<file path="config.mk">
export PLATFORM = sky130hd
export DESIGN_NAME = fifo_wr_ctrl_flat
export DESIGN_NICKNAME = d
export VERILOG_FILES = /design/src/rtl/fifo_wr_ctrl_if.sv /design/src/rtl/fifo_wr_ctrl.sv /design/src/flat_wrapper.sv
export SDC_FILE = /design/constraint.sdc
export NUM_CORES = 1
export LEC_CHECK = 0
export CELL_PAD_IN_SITES_DETAIL_PLACEMENT = 1
export CELL_PAD_IN_SITES_GLOBAL_PLACEMENT = 1
export CORE_MARGIN = 10
export CORE_UTILIZATION = 35
export DETAILED_ROUTE_END_ITERATION = 16
export PLACE_DENSITY_LB_ADDON = 0.3
export SYNTH_ARGS = -nofsm -noshare
export SYNTH_HDL_FRONTEND = slang
export SYNTH_SLANG_ARGS = --single-unit
</file>
<file path="constraint.sdc">
create_clock -name clk -period 2.91 [get_ports clk]
set_input_delay 0.291 -clock clk [delete_from_list [all_inputs] [get_ports clk]]
set_output_delay 0.291 -clock clk [all_outputs]
set_load 0.05 [all_outputs]
</file>
<file path="src/rtl/fifo_wr_ctrl_if.sv">
// Write-side port bundle of an async FIFO: upstream AXIS handshake, storage write port and
// the pointer/status signals exchanged with the read domain.
interface fifo_wr_ctrl_if #(
  parameter int unsigned FIFO_DEPTH = 16
);
  localparam int unsigned AW = $clog2(FIFO_DEPTH) + 1;

  logic          s_tvalid;
  logic          s_tready;
  logic          wr_en;
  logic [AW-2:0] wr_addr;
  logic [AW-1:0] wr_ptr_gray;
  logic [AW-1:0] rd_ptr_gray_sync;
  logic          full;
  logic          almost_full;
  logic [AW-1:0] wr_level;

  // Environment side: producer, storage array and read-domain synchronizer.
  modport master (
    output s_tvalid,
    output rd_ptr_gray_sync,
    input  s_tready,
    input  wr_en,
    input  wr_addr,
    input  wr_ptr_gray,
    input  full,
    input  almost_full,
    input  wr_level
  );

  // Controller side.
  modport slave (
    input  s_tvalid,
    input  rd_ptr_gray_sync,
    output s_tready,
    output wr_en,
    output wr_addr,
    output wr_ptr_gray,
    output full,
    output almost_full,
    output wr_level
  );
endinterface

</file>
<file path="src/rtl/fifo_wr_ctrl.sv">
// Write-domain controller of an async FIFO: accepts AXIS beats, advances binary/Gray write
// pointers and derives registered full, almost_full and a conservative fill level.
module fifo_wr_ctrl #(
  parameter int unsigned FIFO_DEPTH   = 16,
  parameter int unsigned AFULL_THRESH = FIFO_DEPTH - 2
) (
  input  logic           clk,
  input  logic           rst_n,
  fifo_wr_ctrl_if.slave  bus
);
  localparam int unsigned AW = $clog2(FIFO_DEPTH) + 1;
  localparam logic [AW-1:0] AfullLevel = AW'(AFULL_THRESH);

  logic          ready_q;
  logic [AW-1:0] wr_ptr_bin_q, wr_ptr_bin_d;
  logic [AW-1:0] wr_ptr_gray_q, wr_ptr_gray_d;
  logic [AW-1:0] level_q, level_d;
  logic          full_q, full_d;
  logic          afull_q, afull_d;
  logic [AW-1:0] rd_bin;
  logic          s_tready;
  logic          write;

  assign s_tready = ready_q & ~full_q;
  assign write    = bus.s_tvalid & s_tready;

  always_comb begin
    rd_bin = '0;
    for (int i = 0; i < int'(AW); i++) begin
      rd_bin[i] = ^(bus.rd_ptr_gray_sync >> i);
    end
  end

  always_comb begin
    wr_ptr_bin_d  = wr_ptr_bin_q + AW'(write);
    wr_ptr_gray_d = wr_ptr_bin_d ^ (wr_ptr_bin_d >> 1);
    // Full when write pointer is exactly one lap ahead: top two Gray bits inverted.
    full_d  = (wr_ptr_gray_d == {~bus.rd_ptr_gray_sync[AW-1:AW-2],
                                 bus.rd_ptr_gray_sync[AW-3:0]});
    level_d = wr_ptr_bin_d - rd_bin;
    afull_d = (level_d >= AfullLevel);
  end

  always_ff @(posedge clk or negedge rst_n) begin
    if (!rst_n) begin
      ready_q       <= 1'b0;
      wr_ptr_bin_q  <= '0;
      wr_ptr_gray_q <= '0;
      level_q       <= '0;
      full_q        <= 1'b0;
      afull_q       <= 1'b0;
    end else begin
      ready_q       <= 1'b1;
      wr_ptr_bin_q  <= wr_ptr_bin_d;
      wr_ptr_gray_q <= wr_ptr_gray_d;
      level_q       <= level_d;
      full_q        <= full_d;
      afull_q       <= afull_d;
    end
  end

  assign bus.s_tready    = s_tready;
  assign bus.wr_en       = write;
  assign bus.wr_addr     = wr_ptr_bin_q[AW-2:0];
  assign bus.wr_ptr_gray = wr_ptr_gray_q;
  assign bus.full        = full_q;
  assign bus.almost_full = afull_q;
  assign bus.wr_level    = level_q;
endmodule

</file>
<file path="src/flat_wrapper.sv">
// flat-port wrapper written by rule: the top's interface ports become plain ports
module fifo_wr_ctrl_flat 
#(
  parameter int unsigned FIFO_DEPTH   = 16,
  parameter int unsigned AFULL_THRESH = FIFO_DEPTH - 2
)
  (clk, rst_n, bus_s_tvalid, bus_rd_ptr_gray_sync, bus_s_tready, bus_wr_en, bus_wr_addr, bus_wr_ptr_gray, bus_full, bus_almost_full, bus_wr_level);
  fifo_wr_ctrl_if #(.FIFO_DEPTH(FIFO_DEPTH)) bus_i ();
  input  logic clk;
  input  logic rst_n;
  input wire logic [$bits(bus_i.s_tvalid)-1:0] bus_s_tvalid;
  input wire logic [$bits(bus_i.rd_ptr_gray_sync)-1:0] bus_rd_ptr_gray_sync;
  output wire logic [$bits(bus_i.s_tready)-1:0] bus_s_tready;
  output wire logic [$bits(bus_i.wr_en)-1:0] bus_wr_en;
  output wire logic [$bits(bus_i.wr_addr)-1:0] bus_wr_addr;
  output wire logic [$bits(bus_i.wr_ptr_gray)-1:0] bus_wr_ptr_gray;
  output wire logic [$bits(bus_i.full)-1:0] bus_full;
  output wire logic [$bits(bus_i.almost_full)-1:0] bus_almost_full;
  output wire logic [$bits(bus_i.wr_level)-1:0] bus_wr_level;
  assign bus_i.s_tvalid = bus_s_tvalid;
  assign bus_i.rd_ptr_gray_sync = bus_rd_ptr_gray_sync;
  assign bus_s_tready = bus_i.s_tready;
  assign bus_wr_en = bus_i.wr_en;
  assign bus_wr_addr = bus_i.wr_addr;
  assign bus_wr_ptr_gray = bus_i.wr_ptr_gray;
  assign bus_full = bus_i.full;
  assign bus_almost_full = bus_i.almost_full;
  assign bus_wr_level = bus_i.wr_level;
  fifo_wr_ctrl #(.FIFO_DEPTH(FIFO_DEPTH), .AFULL_THRESH(AFULL_THRESH)) u_core (.clk(clk), .rst_n(rst_n), .bus(bus_i));
endmodule
</file>
======== Word level (Yosys, flattened, before mapping) ========
Index checks and enable logic that the tools add are counted.
word-level totals
  register bits after elaboration ......... 18
  input bits .............................. 8
  output and inout port bits .............. 18
  logic and storage cells ................. 20
operators by class
  $add $sub $neg .......................... 2
  magnitude comparators ................... 1
  eq/ne operators ......................... 1
  bitwise logic cells ..................... 5
  reduce and logical (&&, ||, !) cells .... 5
operator list
  cell                count
  $reduce_xor 5->1    5
  $add 5x1->5         1
  $eq 5x5->1          1
  $ge 5x4->1 const B  1
  $sub 5x5->5         1
  $xor 5x4->5         1
  $and 1x1->1         2
  $not 2->2           1
  $not 1->1           1

======== Depth between registers and ports, before layout ========
Gate-level depths: netlist (run 1).
  depth in word-level cells ............... 6
  depth in mapped cells ................... 10
  gate-level depth less buffers ........... 10

======== Worst setup path after synthesis (run 1) ========
No wires, ideal clock.
  path type ............................... register to register
  from .................................... register u_core.full_q (netlist: u_core.bus.full)
  to ...................................... register u_core.afull_q (netlist: u_core.bus.almost_full)
  data arrival time ....................... 3.638 ns
  data required time ...................... 2.772 ns
  setup slack ............................. -0.866 ns
  stages on the path, launching flop included .. 11
  buffers on the path ..................... 0
  clock period less this slack ............ 3.776 ns
  cell sequence ........................... dfrtp_1 > nor2b_1 > and2_1 > ha_1 > ha_1 > xor2_1 > ha_1 > nor2b_1 > o21ai_0 > a311o_1 > o211ai_1
on the way
  longest elaborated chain between the ends .. 6
RTL lines
  element                     RTL line            text
  start: declaration          fifo_wr_ctrl.sv:18  logic full_q, full_d;
  start signal: assignment    fifo_wr_ctrl.sv:57  full_q <= full_d;
  $not 1->1                   fifo_wr_ctrl.sv:24  assign s_tready = ready_q & ~full_q;
  $and 1x1->1                 fifo_wr_ctrl.sv:24
  via bus_s_tready            flat_wrapper.sv:13  output wire logic [$bits(bus_i.s_tready)-1:0] bus_s_tready;
  $and 1x1->1                 fifo_wr_ctrl.sv:25  assign write = bus.s_tvalid & s_tready;
  via bus_wr_en               flat_wrapper.sv:14  output wire logic [$bits(bus_i.wr_en)-1:0] bus_wr_en;
  $add 5x1->5                 fifo_wr_ctrl.sv:35  wr_ptr_bin_d = wr_ptr_bin_q + AW'(write);
  via u_core.wr_ptr_bin_d[2]  fifo_wr_ctrl.sv:15  logic [AW-1:0] wr_ptr_bin_q, wr_ptr_bin_d;
  $sub 5x5->5                 fifo_wr_ctrl.sv:40  level_d = wr_ptr_bin_d - rd_bin;
  $ge 5x4->1                  fifo_wr_ctrl.sv:41  afull_d = (level_d >= AfullLevel);
  via u_core.afull_d          fifo_wr_ctrl.sv:19  logic afull_q, afull_d;
  end signal: assignment      fifo_wr_ctrl.sv:58  afull_q <= afull_d;
  end: declaration            fifo_wr_ctrl.sv:19
The timed path passes the listed nets, and every way through them passes these cells.

======== Final worst setup path (run 1) ========
  from .................................... input port bus_rd_ptr_gray_sync[4]
  to ...................................... register u_core.afull_q (netlist: u_core.bus.almost_full)
on the way
  longest elaborated chain between the ends .. 3
  elaborated cells between the ends (all ways) .. 7
  those cells by class .................... add/sub (1); order compare (1); reduce/logical (5)
RTL lines
  element             RTL line            text
  start: declaration  flat_wrapper.sv:12  input wire logic [$bits(bus_i.rd_ptr_gray_sync)-1:0] bus_rd_ptr_gray_sync;
  $reduce_xor 5->1    fifo_wr_ctrl.sv:30  rd_bin[i] = ^(bus.rd_ptr_gray_sync >> i);
  $sub 5x5->5 (*)     fifo_wr_ctrl.sv:40
  $ge 5x4->1 (*)      fifo_wr_ctrl.sv:41
  via u_core.afull_d  fifo_wr_ctrl.sv:19
Mark *: on every way through the listed nets, which the timed path passes. The rest lies on a longest branch.

==> impl_metrics.csv, run 1 <==
group,metric,value,unit
status,outcome,"finished, final reports clean",
place,gp_congestion,0.742,
synth,synthCells,76,
synth,synth_edf_count,0,
synth,ys_seq_elements,17,
grt,grt_max_degree,18,
grt,first_global_vias,817,
synth,yosysMostFrequentCell,"dfrtp_1",
sta,fin_skew,0.00410,ns
cts,cts_max_level,1,
place,dp_hpwl,1870,um
setup_path,path_max_fanout,2,
sta,hold_viol_final,0,
synth,synth_cell_type_count,23,
floorplanning,core_region_area,0.00248,sq mm
sta,worstMarginPinSlew,0.811,ns
detailed_routing,dr_total_vias,684,
cells_and_area,area_delta_synth_final,47.6,%
detailed_routing,ant_nets,0,
setup_path,worstReg2RegStart,"u_core.ready_q$_DFF_PN0_",
detailed_routing,via_per_inst,4.72,
sta,slew_headroom,45.8,%
synth,ys_async_sr_fraction,100,%
cts,cts_tree,"built",
setup_path,crit_path_start_kind,"input port",
detailed_routing,routed_wl,2330,um
cts,cts_max_path_buffers,2,
floorplanning,rows,18,
setup_path,arrival,3.00,ns
synth,synth_nets,90,
cts,cts-root-buf,"clkbuf_4",
cts,cts.sinks,17,
grt,antenna_found_initial,0,
grt,overflow,0,
hold_path,hp-class,"input port to async pin",
sta,drv_slew,0,
grt,grt_usage,9.67,%
cts,cts_buffers,3,
floorplanning,io_pins,26,
cells_and_area,fin_nets,130,
sta,post-route-period-util,95.5,%
grt,grt_pass1_wl,3940,um
synth,synth_area,902,sq um
synth,synthFlopType,"dfrtp_1",
floorplanning,dieArea,0.00501,sq mm
sta,whs,0.457,ns
floorplanning,chipWidth,70.8,um
sta,clock.fmax,360,MHz
synth,yosysWarningCount,0,
cells_and_area,filler_cell_count,282,
cells_and_area,diodes,0,
run,cap_violations,0,
setup_path,crit_type,"input port to register",
setup_path,crit_required,3.13,ns
detailed_routing,post_drt_wl_per_cell,16.1,um
detailed_routing,drt_iter0_markers,23,
detailed_routing,drc,0,
synth,yosys-top-cells-count,"dfrtp_1, xnor2_1, inv_1, xor2_1, ha_1",
synth,yosysTopAreaCellShare,47.2,%
place,portBuffers,25,
synth,yosysTopAreaCell,"dfrtp_1",
cts,clkTransAtPathRegs,0.11,ns
setup_path,startpoint,"bus_rd_ptr_gray_sync[4]",
setup_path,crit_path_end_kind,"register",
floorplanning,initial_core_util,36.4,%
synth,yosysSeqAreaShare,47.2,%
sta,fin_crit,2.78,ns
floorplanning,die_y,70.8,um
synth,syn_area_per_cell,11.9,sq um
sta,finalSetupViolations,0,
detailed_routing,first_pass_iters,4,
synth,synth.area.top_cells,"dfrtp_1, xnor2_1, ha_1",
cells_and_area,drive_above_1_share,21.7,%
cts,clock_latency,0.29,ns
cell type report:
class / count / area, sq um / share of cell area, %
tap: 30 / 37.5 / 2.82
timing repair buffer: 35 / 325 / 24.4
clock inverter: 1 / 5.00 / 0.376
clock buffer: 3 / 22.5 / 1.69
multi-input combinational: 51 / 484 / 36.4
inverter: 8 / 30.0 / 2.26
sequential: 17 / 427 / 32.0
worst max-delay path, cell delays in order:
cell and delay (ns):
clkdlybuf4s50_1 0.54, xor2_2 0.24, xnor2_2 0.16, xor2_1 0.29, xnor2_1 0.11, ha_1 0.24
fa_2 0.37, nor2b_2 0.14, o21ai_0 0.11, a311o_1 0.40, o211ai_1 0.10
metrics by stage:
stage / setup slack, ns / instance area [sq um] / util (%) / instances / setup TNS [ns]
6_report: 0.132 / 1330 / 53.7 / 145 / 0
2_1_floorplan: 0.0196 / 921 / - / 76 / 0
4_1_cts: 0.0449 / 1310 / 52.9 / 144 / 0
5_1_grt: -0.0334 / 1330 / 53.7 / 145 / -0.0334
3_5_place_dp: -0.305 / 1280 / 51.5 / 140 / -0.574
3_3_place_gp: -0.0713 / 1280 / 51.5 / 140 / -0.107
layer usage:
metal	part of all wire [%]	up-vias	GRT usage, %
met1	40	339	10.5
met4	0.94	0	3.87
met3	4.8	4	2.65
met5	0	-	0
li1	-	325	-
met2	54	16	17.2
timing repair:
item | 4_1_cts | 5_1_grt
pin swaps | 0 | 2
resized for setup | 1 | 3
setup buffers | 0 | 1
setup endpoints to repair | 1 | 2
cloned | 0 | 0
hold buffers | 0 | 0
flip-flops by register name (all words and copies together) (netlist names):
name,count
u_core.bus.wr_level,5
u_core.wr_ptr_bin_q,5
u_core.bus.wr_ptr_gray,4
u_core.bus.almost_full,1
u_core.bus.full,1
u_core.ready_q,1
cells in the final DEF (no fill, tap or decap), types with 4 or more instances in the layout:
cell and instances:
xnor2_1 10, buf_4 10, inv_1 8, clkdlybuf4s50_1 25
xor2_1 5, dfrtp_1 16, ha_1 5, nand2_1 4
nand3_1 4
final timing paths:
check | end | slack [ns] | depth (start not counted)
worst max-delay path | u_core.bus.almost_full$_DFF_PN0_ | 0.13 | 11
worst min-delay path | u_core.bus.wr_level[0]$_DFF_PN0_ | 0.46 | 1
worst max register to register | u_core.bus.almost_full$_DFF_PN0_ | 0.40 | 10
worst min register to register | u_core.wr_ptr_bin_q[4]$_DFF_PN0_ | 0.62 | 1
max in group asynchronous | u_core.bus.full$_DFF_PN0_ | 1.90 | 1
min in group clk | u_core.wr_ptr_bin_q[4]$_DFF_PN0_ | 0.62 | 1
kinds of logic (layout without fill, tap and decap cells):
| kind of cell | count (synthesis) | count (layout) | synth area share, % |
|---|---|---|---|
| compound gates | 8 | 8 | 6.93 |
| xor+xnor | 21 | 21 | 24.4 |
| fa+ha+maj | 6 | 6 | 9.15 |
| buf+inv | 8 | 47 | 3.33 |
| flops | 17 | 17 | 47.2 |
| other cells | 1 | 1 | 0.416 |
| simple gates | 15 | 15 | 8.60 |
Power of run 1 is left out: the tool's default activity adds up to more than one toggle a clock period on the data nets, which glitch-free logic cannot reach.
==> run 2: changes to the inputs <==
--- a/config.mk
+++ b/config.mk
@@ -9,6 +9,7 @@
 export CELL_PAD_IN_SITES_GLOBAL_PLACEMENT = 1
 export CORE_MARGIN = 10
 export CORE_UTILIZATION = 35
+export CTS_CLUSTER_SIZE = 40
 export DETAILED_ROUTE_END_ITERATION = 16
 export PLACE_DENSITY_LB_ADDON = 0.3
 export SYNTH_ARGS = -nofsm -noshare
==> results of run 2 <==
No change in the layout: final DEF, timing and power equal those of run 1.
Power of run 2 is left out for the same reason.
==> run 3: changes to the inputs <==
--- a/config.mk
+++ b/config.mk
@@ -7,8 +7,9 @@
 export LEC_CHECK = 0
 export CELL_PAD_IN_SITES_DETAIL_PLACEMENT = 1
 export CELL_PAD_IN_SITES_GLOBAL_PLACEMENT = 1
-export CORE_MARGIN = 10
+export CORE_MARGIN = 5
 export CORE_UTILIZATION = 35
+export CTS_CLUSTER_DIAMETER = 50
 export CTS_CLUSTER_SIZE = 40
 export DETAILED_ROUTE_END_ITERATION = 16
 export PLACE_DENSITY_LB_ADDON = 0.3
==> impl_metrics.csv, run 3 (same netlist as run 1, synthesis figures left out) <==
group,metric,value,unit
sta,rsz0062_at_grt,"false",
grt,overflow,0,
place,place_inst,139,
detailed_routing,routed_wl,2090,um
floorplanning,initial_core_util,36.4,%
setup_path,path_max_fanout,2,
cells_and_area,final_core_util,53.2,%
detailed_routing,first_pass_iters,2,
sta,fin_crit,2.74,ns
setup_path,crit_path_end_kind,"register",
cells_and_area,area_delta_synth_final,46.2,%
setup_path,worstReg2RegStart,"u_core.ready_q$_DFF_PN0_",
sta,clock.fmax,365,MHz
floorplanning,die_y,60.8,um
cells_and_area,final_common_cell,"clkdlybuf4s50_1",
cts,ctsHoldBuffers,0,
sta,post-route-period-util,94.1,%
cells_and_area,fin_nets,129,
cts,cts-root-buf,"clkbuf_4",
sta,fin_skew,0.0112,ns
floorplanning,io_pins,26,
cts,clock_latency,0.30,ns
grt,grt_usage,13.2,%
grt,first_global_vias,752,
cts,cts.sinks,17,
sta,worstMarginPinSlew,0.795,ns
detailed_routing,drc,0,
detailed_routing,dr_total_vias,672,
sta,slew_headroom,46.8,%
detailed_routing,via_per_inst,4.67,
cells_and_area,final_cell_mix,"clkdlybuf4s50_1, dfrtp_1, xnor2_1",
sta,finalSetupViolations,0,
place,dp_hpwl,1620,um
cts,cts_max_path_buffers,2,
cts,cts_buffers,3,
grt,grt_pass1_wl,3490,um
detailed_routing,drt_iter0_markers,2,
setup_path,crit_type,"input port to register",
floorplanning,dieArea,0.00369,sq mm
detailed_routing,post_drt_wl_per_cell,14.5,um
grt,grt_max_degree,18,
place,portBuffers,25,
cts,cts_max_level,1,
cells_and_area,diodes,0,
floorplanning,core_region_area,0.00248,sq mm
detailed_routing,ant_nets,0,
cts,cts_tree,"built",
setup_path,crit_path_start_kind,"input port",
setup_path,startpoint,"bus_rd_ptr_gray_sync[3]",
setup_path,crit_slowest_cell,"clkdlybuf4s50_1",
floorplanning,rows,18,
grt,antenna_found_initial,0,
cells_and_area,design_area,0.00132,sq mm
sta,drv_slew,0,
sta,hold_viol_final,0,
place,gp_congestion,0.706,
setup_path,path_cells,"clkdlybuf4s50_1, xor2_2, xnor2_2, xor2_1, xnor2_1, ha_1, fa_1, nor2b_1, o21ai_0, a311o_1, o211ai_1",
floorplanning,chipWidth,60.8,um
cts,clkTransAtPathRegs,0.11,ns
setup_path,arrival,2.97,ns
cells_and_area,finalNonFillerCells,144,
setup_path,slowest_delay,0.53,ns
status,outcome,"finished, final reports clean",
run,cap_violations,0,
cells_and_area,drive_above_1_share,19.3,%
place,dpl-instance-area,0.00127,sq mm
setup_path,crit_required,3.14,ns
hold_path,hp-class,"input port to async pin",
==> run 3: cell count changes in the layout (fill, tap and decap cells not counted), sizes merged <==
cell  delta
buf      -1
==> run 3: layer usage <==
metal | GRT usage, % | vias up | share of wire, %
met5 | 0 | - | 0
met4 | 6.50 | 0 | 1.5
met3 | 3.19 | 4 | 5.5
met2 | 20.9 | 14 | 52
met1 | 16.7 | 332 | 41
li1 | - | 322 | -
==> run 3: area by class of cell <==
cell class,count,area (sq um)
Fill cell,284,1160
Timing Repair Buffer,34,318
Clock buffer,3,22.5
Sequential cell,17,427
Clock inverter,1,5.00
Multi-Input combinational cell,51,479
Inverter,8,30.0
Tap cell,30,37.5
==> run 3: timing repair <==
action                     4_1_cts  5_1_grt
buffers inserted                 0        1
setup endpoints to repair        0        2
resized for setup                0        2
==> run 3: worst max-delay path: cells and delay by family <==
kind | cells | cell delay (ns)
buffers and inverters | 1 | 0.53
AOI/OAI and AO/OA | 3 | 0.66
adders and majority gates | 2 | 0.62
xor gates and xnor gates | 4 | 0.72
and+or+nand+nor | 1 | 0.16
==> run 3: final timing paths <==
| kind | endpoint | slack, ns | cells after the start |
|---|---|---|---|
| setup reg to reg | u_core.bus.almost_full$_DFF_PN0_ | 0.34 | 10 |
| setup / recovery | u_core.bus.almost_full$_DFF_PN0_ | 0.17 | 11 |
| min in group clk | u_core.wr_ptr_bin_q[4]$_DFF_PN0_ | 0.62 | 1 |
| hold / removal | u_core.wr_ptr_bin_q[4]$_DFF_PN0_ | 0.44 | 1 |
| max in group asynchronous | u_core.bus.full$_DFF_PN0_ | 1.92 | 1 |
| hold reg to reg | u_core.wr_ptr_bin_q[4]$_DFF_PN0_ | 0.62 | 1 |
==> run 3: per-stage QoR <==
step / setup WS (ns) / TNS, ns / hold slack (ns)
global route: 0.0438 / 0 / 0.498
CTS: 0.100 / 0 / 0.462
global placement: -0.0688 / -0.101 / 0.595
floorplan: 0.0196 / 0 / -0.00459
finish: 0.170 / 0 / 0.440
detailed placement: -0.156 / -0.257 / 0.607
Power of run 3 is left out for the same reason.
